## src/rtl/nios_system_sysinfo_pkg.sv

```systemverilog
`default_nettype none
// +--------------------------------------------------------------------------+
// | Module      : nios_system_sysinfo_pkg                                    |
// | Description : Word map, CTRL bit and CAPS field constants for sysinfo.   |
// | Revision    : 1.0                                                        |
// +--------------------------------------------------------------------------+
package nios_system_sysinfo_pkg;

    localparam logic [3:0] ADDR_ID        = 4'd0;
    localparam logic [3:0] ADDR_TIMESTAMP = 4'd1;
    localparam logic [3:0] ADDR_CAPS      = 4'd2;
    localparam logic [3:0] ADDR_CTRL      = 4'd3;
    localparam logic [3:0] ADDR_UPTIME_LO = 4'd4;
    localparam logic [3:0] ADDR_UPTIME_HI = 4'd5;
    localparam logic [3:0] ADDR_SCRATCH0  = 4'd8;

    localparam int CTRL_RUN_BIT   = 0;
    localparam int CTRL_CLEAR_BIT = 1;

    localparam logic [7:0] CAPS_VERSION = 8'h02;

    localparam int CAPS_NSCR_LSB   = 0;
    localparam int CAPS_NSCR_MSB   = 3;
    localparam int CAPS_UPTIME_BIT = 4;
    localparam int CAPS_VER_LSB    = 8;
    localparam int CAPS_VER_MSB    = 15;

    function automatic logic [31:0] caps_word(input logic [3:0] nscr, input logic uptime);
        logic [31:0] w;
        w                              = '0;
        w[CAPS_NSCR_MSB:CAPS_NSCR_LSB] = nscr;
        w[CAPS_UPTIME_BIT]             = uptime;
        w[CAPS_VER_MSB:CAPS_VER_LSB]   = CAPS_VERSION;
        return w;
    endfunction

endpackage
`default_nettype wire

```

## src/rtl/nios_system_sysinfo_uptime.sv

```systemverilog
`default_nettype none
// +--------------------------------------------------------------------------+
// | Module      : nios_system_sysinfo_uptime                                 |
// | Description : Prescaled 64-bit uptime counter with high-word shadow.     |
// | Revision    : 1.0                                                        |
// +--------------------------------------------------------------------------+
module nios_system_sysinfo_uptime #(
    parameter int TICK_DIV = 1
) (
    input  logic        clock,
    input  logic        reset,
    input  logic        run,
    input  logic        clear,
    input  logic        capture,
    output logic [31:0] lo,
    output logic [31:0] hi_shadow
);

    localparam logic [15:0] PRESC_LAST = 16'(TICK_DIV - 1);

    logic [15:0] presc_q, presc_d;
    logic [63:0] cnt_q, cnt_d;
    logic [31:0] shadow_q, shadow_d;

    always_comb begin
        presc_d  = presc_q;
        cnt_d    = cnt_q;
        shadow_d = shadow_q;
        // Shadow takes the pre-edge high word, so it pairs with the LO being read.
        if (capture) begin
            shadow_d = cnt_q[63:32];
        end
        if (clear) begin
            presc_d = '0;
            cnt_d   = '0;
        end else if (run) begin
            if (presc_q == PRESC_LAST) begin
                presc_d = '0;
                cnt_d   = cnt_q + 64'd1;
            end else begin
                presc_d = presc_q + 16'd1;
            end
        end
    end

    always_ff @(posedge clock) begin
        if (reset) begin
            presc_q  <= '0;
            cnt_q    <= '0;
            shadow_q <= '0;
        end else begin
            presc_q  <= presc_d;
            cnt_q    <= cnt_d;
            shadow_q <= shadow_d;
        end
    end

    assign lo        = cnt_q[31:0];
    assign hi_shadow = shadow_q;

endmodule
`default_nettype wire

```

## src/rtl/nios_system_sysinfo.sv

```systemverilog
`default_nettype none
// +--------------------------------------------------------------------------+
// | Module      : nios_system_sysinfo                                        |
// | Description : Avalon-MM read-latency-1 system information slave.         |
// | Revision    : 1.0                                                        |
// +--------------------------------------------------------------------------+
module nios_system_sysinfo
    import nios_system_sysinfo_pkg::*;
#(
    parameter logic [31:0] SYSTEM_ID   = 32'h0000_0000,
    parameter logic [31:0] TIMESTAMP   = 32'h0000_0000,
    parameter int          NUM_SCRATCH = 4,
    parameter bit          UPTIME_EN   = 1'b1,
    parameter int          TICK_DIV    = 1
) (
    input  logic        clock,
    input  logic        reset,
    input  logic [3:0]  address,
    input  logic        chipselect,
    input  logic        read,
    input  logic        write,
    input  logic [31:0] writedata,
    input  logic [3:0]  byteenable,
    output logic [31:0] readdata,
    output logic        readdatavalid
);

    logic        rd_en;
    logic        wr_en;
    logic        ctrl_wr;
    logic        capture;
    logic [31:0] uptime_lo;
    logic [31:0] uptime_hi;
    logic [31:0] ctrl_word;
    logic [31:0] scratch_word [8];
    logic [31:0] rdata_d;
    logic [31:0] readdata_q;
    logic        readdatavalid_q;

    assign rd_en   = chipselect & read;
    assign wr_en   = chipselect & write;
    assign ctrl_wr = wr_en && (address == ADDR_CTRL) && byteenable[0];
    assign capture = rd_en && (address == ADDR_UPTIME_LO);

    if (UPTIME_EN) begin : g_uptime
        logic run_q, run_d;

        always_comb begin
            run_d = run_q;
            if (ctrl_wr) begin
                run_d = writedata[CTRL_RUN_BIT];
            end
        end

        always_ff @(posedge clock) begin
            if (reset) begin
                run_q <= 1'b1;
            end else begin
                run_q <= run_d;
            end
        end

        nios_system_sysinfo_uptime #(
            .TICK_DIV (TICK_DIV)
        ) u_uptime (
            .clock     (clock),
            .reset     (reset),
            .run       (run_q),
            .clear     (ctrl_wr & writedata[CTRL_CLEAR_BIT]),
            .capture   (capture),
            .lo        (uptime_lo),
            .hi_shadow (uptime_hi)
        );

        assign ctrl_word = 32'(run_q) << CTRL_RUN_BIT;
    end else begin : g_no_uptime
        assign uptime_lo = '0;
        assign uptime_hi = '0;
        assign ctrl_word = '0;
    end

    // Slots beyond NUM_SCRATCH are tied to zero so the read mux needs no range check.
    for (genvar i = 0; i < 8; i++) begin : g_scratch
        if (i < NUM_SCRATCH) begin : g_reg
            logic [31:0] word_q, word_d;

            always_comb begin
                word_d = word_q;
                if (wr_en && (address == (ADDR_SCRATCH0 + 4'(i)))) begin
                    for (int b = 0; b < 4; b++) begin
                        if (byteenable[b]) begin
                            word_d[8*b +: 8] = writedata[8*b +: 8];
                        end
                    end
                end
            end

            always_ff @(posedge clock) begin
                if (reset) begin
                    word_q <= '0;
                end else begin
                    word_q <= word_d;
                end
            end

            assign scratch_word[i] = word_q;
        end else begin : g_none
            assign scratch_word[i] = '0;
        end
    end

    always_comb begin
        rdata_d = '0;
        case (address)
            ADDR_ID:        rdata_d = SYSTEM_ID;
            ADDR_TIMESTAMP: rdata_d = TIMESTAMP;
            ADDR_CAPS:      rdata_d = caps_word(4'(NUM_SCRATCH), UPTIME_EN);
            ADDR_CTRL:      rdata_d = ctrl_word;
            ADDR_UPTIME_LO: rdata_d = uptime_lo;
            ADDR_UPTIME_HI: rdata_d = uptime_hi;
            default: begin
                if (address[3]) begin
                    rdata_d = scratch_word[address[2:0]];
                end
            end
        endcase
    end

    always_ff @(posedge clock) begin
        if (reset) begin
            readdata_q      <= '0;
            readdatavalid_q <= 1'b0;
        end else begin
            readdatavalid_q <= rd_en;
            if (rd_en) begin
                readdata_q <= rdata_d;
            end
        end
    end

    assign readdata      = readdata_q;
    assign readdatavalid = readdatavalid_q;

endmodule
`default_nettype wire

```

## config.mk

```make
export PLATFORM = sky130hd
export DESIGN_NAME = nios_system_sysinfo
export DESIGN_NICKNAME = d
export VERILOG_FILES = /design/src/rtl/nios_system_sysinfo_pkg.sv /design/src/rtl/nios_system_sysinfo_uptime.sv /design/src/rtl/nios_system_sysinfo.sv
export SDC_FILE = /design/constraint.sdc
export NUM_CORES = 1
export LEC_CHECK = 0
export CORE_MARGIN = 4
export CORE_UTILIZATION = 29
export DETAILED_ROUTE_END_ITERATION = 10
export PLACE_DENSITY = 0.49
export SYNTH_ARGS = -nofsm -noshare
export SYNTH_HDL_FRONTEND = slang
export SYNTH_SLANG_ARGS = --single-unit
```

## constraint.sdc

```tcl
create_clock -name clock -period 5.9 [get_ports clock]
set_input_delay 1.18 -clock clock [delete_from_list [all_inputs] [get_ports clock]]
set_output_delay 1.18 -clock clock [all_outputs]
set_load 0.05 [all_outputs]
```

**Yosys cells after proc, flatten, opt, wreduce, memory -nomap -nowiden**

Cells that the tools add are included.
W data, S select, Z words.

- Output and inout port bits: 33
- Register bits after elaboration: 274
- Word-level logic and storage cells: 72

- Bitwise operators: 4
- Mux-type cells: 6
- Reduce and logical (&&, ||, !) cells: 28
- Add/subtract/negate cells: 2
- Eq/ne operators: 9
- Order comparisons: 1

Operators with widths:

| operator | number |
|---|---|
| $pmux W32 S5 | 1 |
| $bmux W32 S3 | 1 |
| $mux W32 | 3 |
| $add A64 B1 Y64 const B | 1 |
| $reduce_and A2 Y1 | 17 |
| $add A16 B1 Y16 const B | 1 |
| $eq A4 B4 Y1 const B | 4 |
| $logic_not A16 Y1 | 1 |
| $mux W16 | 1 |
| $eq A4 B2 Y1 const B | 2 |
| $eq A4 B3 Y1 const B | 2 |
| $logic_and A1 B1 Y1 | 7 |
| $eq A4 B1 Y1 const B | 1 |
| $ge A4 B4 Y1 const B | 1 |
| $logic_not A4 Y1 | 1 |
| $not A3 Y4 | 1 |
| $reduce_or A2 Y1 | 2 |
| $and A1 B1 Y1 | 3 |

**Logic depth before layout (Yosys ltp)**

- Depth in word-level cells: 6
- Mapped depth: 9
- Mapped depth without buffers: 7

**By module**

Synthesis repeated with hierarchy kept, for this count alone.

- Cell total of the unflattened synthesis: 1339
- Area total of the unflattened synthesis: 13017.5 um^2

By module, submodules not included:

| module | cells each | area an instance (um^2) | times used | seq. area each (um^2) |
|---|---|---|---|---|
| nios_system_sysinfo | 707 | 7566.0 | 1 | 3243.1 |
| nios_system_sysinfo_uptime | 632 | 5451.5 | 1 | 2242.2 |

**Least setup slack after synthesis**

No wires, ideal clock.

- Path type: in2reg
- From: input address[0]
- To: register readdata_q[10] (netlist: readdata[10])
- Path buffers: 3
- Library setup time: 0.132 ns
- Data arrival time: 2.571 ns
- Stages: 6
- Required time: 5.768 ns
- Path slack: 3.197 ns
- Path through: buf_2 > buf_2 > buf_1 > mux4_2 > a21oi_1 > nor3_1

- Cells in the longest elaborated chain, start to end: 6
- Elaborated cells on any way between the ends: 13

Ends and longest elaborated chain:

| item | RTL line | RTL |
|---|---|---|
| start: declaration | nios_system_sysinfo.sv:18 | `input logic [3:0] address,` |
| $not A3 Y4 (implied by the code) | nios_system_sysinfo.sv:123 | `rdata_d = scratch_word[address[2:0]];` |
| $bmux W32 S3 | nios_system_sysinfo.sv:123 |  |
| $mux W32 (implied by the code) (2 in series) | nios_system_sysinfo.sv:123 |  |
| $mux W32 | nios_system_sysinfo.sv:122 | `if (address[3]) begin` |
| $pmux W32 S5 * | nios_system_sysinfo.sv:114 | `case (address)` |
| end signal: assignment | nios_system_sysinfo.sv:136 | `readdata_q <= rdata_d;` |
| end: declaration | nios_system_sysinfo.sv:37 | `logic [31:0] readdata_q;` |

Every way passes the cells marked *; elsewhere a longest branch is shown, timed or not. The select of a mux whose other input is x is not followed.
A chain may end at the register's enable or synchronous reset.

**Worst setup path in the final report**

- From: input address[3]
- To: register g_scratch[0].g_reg.word_q[3]

- Cells in the longest elaborated chain, start to end: 3

Ends and longest elaborated chain:

| item | RTL line | RTL |
|---|---|---|
| $eq A4 B4 Y1 | nios_system_sysinfo.sv:89 | `if (wr_en && (address == (ADDR_SCRATCH0 + 4'(i)))) begin` |
| $logic_and A1 B1 Y1 | nios_system_sysinfo.sv:89 |  |
| $reduce_and A2 Y1 (no source line) | n/a |  |
| end signal: assignment | nios_system_sysinfo.sv:102 | `word_q <= word_d;` |
| end: declaration | nios_system_sysinfo.sv:85 | `logic [31:0] word_q, word_d;` |

No other way between the ends.

==> results.toml <==
[pwr]
swShare = 0.239
cellPowerDensity_mw_per_mm2 = 287
vdd_ir_drop_max_uv = 238
net-switching-power_uw = 965
pwr-share-clk = 0.468
p_int_mw = 3.08
combPwrFrac = 0.066
power_mw = 4.04
power_frac_seq = 0.466
leakagePower_nw = 4.46

[floorplanning]
initial_utilization = 0.296
ios = 78
die_h_um = 210
dieWidth_um = 210
num_rows = 73
core_area_mm2 = 0.0401
die_area_mm2 = 0.0443

[logic_synthesis]
synth_fa_ha_area_frac = 0.00316
ys_seq_area_frac = 0.462
synth_mux_area_frac = 0.0615
syn-instance-count = 1414
ys.warnings.count = 0
synth_edf_count = 0
synth_xor_area_frac = 0.0243
ys_ff_latch = 274
synth_compound_area_frac = 0.153
async_flop_share = 0
ys_types = 50
syn_area_per_cell_um2 = 8.41
synth_nets = 1462
synth-simple-area-share = 0.258
synth_area_mm2 = 0.0119
synth_top_family_by_area = "simple AND/OR/NAND/NOR gates"
synth_ff_type = "dfxtp_1"

[layout]
drive_gt1_frac = 0.0833
final_cells = 1990
seqCellArea_mm2 = 0.00549
multi_input_area_mm2 = 0.00599
fin_area_mm2 = 0.0141
layout_commonest_cell = "nand2_1"
fin_util = 0.352
area_delta_synth_final_pct = 18.6
fillers = 4201
fin_nets = 1489
diodes = 0
layout_common_cells = "nand2_1, dfxtp_1, a21oi_1"

[critical_path]
critical_path.max_stage_delay_ps = 1030
critical_path_peak_fanout = 8
crit_path_top_delay_cell = "nor3_1"
end_kind = "flip-flop"
crit_required_ps = 6300
crit_chain = "clkdlybuf4s50_1 -> nand4b_1 -> nor3_1 -> nand2_1 -> nand2_1 -> a21oi_1"
crit_arrival_ps = 3990
worst_setup_path_start_kind = "input pin"
crit_top_cell = "nand2_1"
setup.worst_path.class = "input pin to flip-flop"

[sta]
hold_viol = 0
slew_viol_final = 0
worst_hold_slack_ps = 451
setup_viol = 0
clock_skew_ps = 12.1
min_period_ps = 3590
tns_ps = 0
setup_ws_ps = 2310
post-route-period-util = 0.608
max_slew_margin = 0.181
fmax_mhz = 279
worst_slew_pin_slew_ps = 1220
rsz0062_at_grt = "no"

[clocking]
postCtsSetupBuffers = 0
ctsLongestPathBuffers = 3
cts_resized = 0
cts_buffers = 31
insertion_delay_ps = 560
ctsHoldBuffers = 0
h-tree-depth = 1
clock-root-buffer = "clkbuf_16"
cts_tree = "done"
clk_pin_slew_ps = 60
cts_num_sinks = 274

[drt]
avgViaCountPerCell = 5.26
vias = 10500
detail-route-antenna-nets = 0
wl_per_cell_um = 18.1
drcViolationCount = 0
finalWirelength_um = 36000
drtPass1Iterations = 5
drt_iter0_drc = 702

[placed_design]
place_area_mm2 = 0.0131
dp_hpwl_um = 23300
pre_cts_ws_ps = 1800
io_buffers = 77
place_inst = 1933
routabilityCongestion = 0.789

[global_route]
grt_first_pass_wirelength_um = 57100
globalRouteOverflowTotal = 0
antenna_found_initial = 0
grt_use_total = 0.157
grt_pass1_vias = 9860
grt_max_degree = 121

[min_path]
hold_class = "flip-flop to flip-flop"

[job]
drv_cap = 0

[outcome]
outcome = "finished clean"
[synth_stat cells (2+ instances only)]
cell,n,area [um2]
a21oi_1,234,1170
a221o_1,28,280
a22oi_1,3,22.5
a311oi_1,3,26.3
and2_1,7,43.8
and3_1,13,81.3
and4_1,4,35.0
buf_1,3,11.3
buf_2,18,90.1
clkbuf_1,81,304
dfxtp_1,274,5490
ha_1,3,37.5
inv_1,10,37.5
mux4_2,32,721
nand2_1,275,1030
nand3_1,127,636
nand4_1,29,181
nor2_1,79,297
nor2b_1,2,12.5
nor3_1,33,165
nor3b_2,2,25.0
nor4_1,4,25.0
nor4_2,2,25.0
nor4b_1,2,17.5
nor4b_2,2,30.0
o21ai_0,22,110
o31ai_1,22,165
or2_2,2,12.5
or3_1,25,156
or4_1,22,165
xnor2_1,4,35.0
xor2_1,29,254
[final cells by class]
class	count	area share
multi-input combinational	1027	0.425
sequential	274	0.389
clock buffer	47	0.0657
timing repair buffer	97	0.0656
tap	525	0.0466
clock inverter	10	0.00577
inverter	10	0.00266
[worst paths after layout]
check                                                   start                            end  slack, ps  cells past startpoint
worst max-delay path                               address[3]   g_scratch[0].g_reg.word_q[3]       2310                      6
worst min-delay path            g_scratch[2].g_reg.word_q[16]  g_scratch[2].g_reg.word_q[16]        450                      2
worst max register to register                 g_uptime.run_q    g_uptime.u_uptime.cnt_q[37]       2870                      5
worst min register to register  g_scratch[2].g_reg.word_q[16]  g_scratch[2].g_reg.word_q[16]        450                      2
[per-layer routing]
| layer | part of all wire | vias to the layer above | track usage | wire (um) |
|---|---|---|---|---|
| met2 | 0.45 | 212 | 0.246 | 16200 |
| met4 | 0.021 | 0 | 0.0338 | 769 |
| met3 | 0.043 | 47 | 0.0208 | 1530 |
| met5 | 0 | - | 0 | 0 |
| met1 | 0.49 | 5068 | 0.231 | 17500 |
| li1 | - | 5137 | - | - |
[critical path, delay by kind of cell]
family          cells  cell delay (ps)
compound gates      1               70
buf+inv             1              690
simple gates        4             2040
[state kept, by name (all words and copies together), names as in the netlist]
register and flops:
g_uptime.u_uptime.presc_q 16, g_uptime.u_uptime.cnt_q 64, readdata 32, g_uptime.run_q 1, g_uptime.u_uptime.hi_shadow 32, readdatavalid 1
g_scratch.g_reg.word_q 128
[kinds of logic after synthesis]
| logic type | count (synthesis) |
|---|---|
| AO/OA/AOI/OAI | 318 |
| XOR/XNOR | 33 |
| adder cells (fa/ha/maj) | 3 |
| buffers and inverters | 113 |
| flip-flops | 274 |
| multiplexers | 33 |
| AND/OR/NAND/NOR | 640 |
[power by group through the flow]
stage / clock network (mW) / registers (mW) / logic (mW)
5_1_grt: 2.03 / 1.88 / 0.287
3_3_place_gp: 0 / 1.92 / 0.269
2_1_floorplan: 0 / 1.96 / 0.111
4_1_cts: 1.95 / 1.88 / 0.270
3_5_place_dp: 0 / 1.92 / 0.269
6_report: 1.89 / 1.88 / 0.269
No activity file was read; power rests on OpenSTA's default activity.
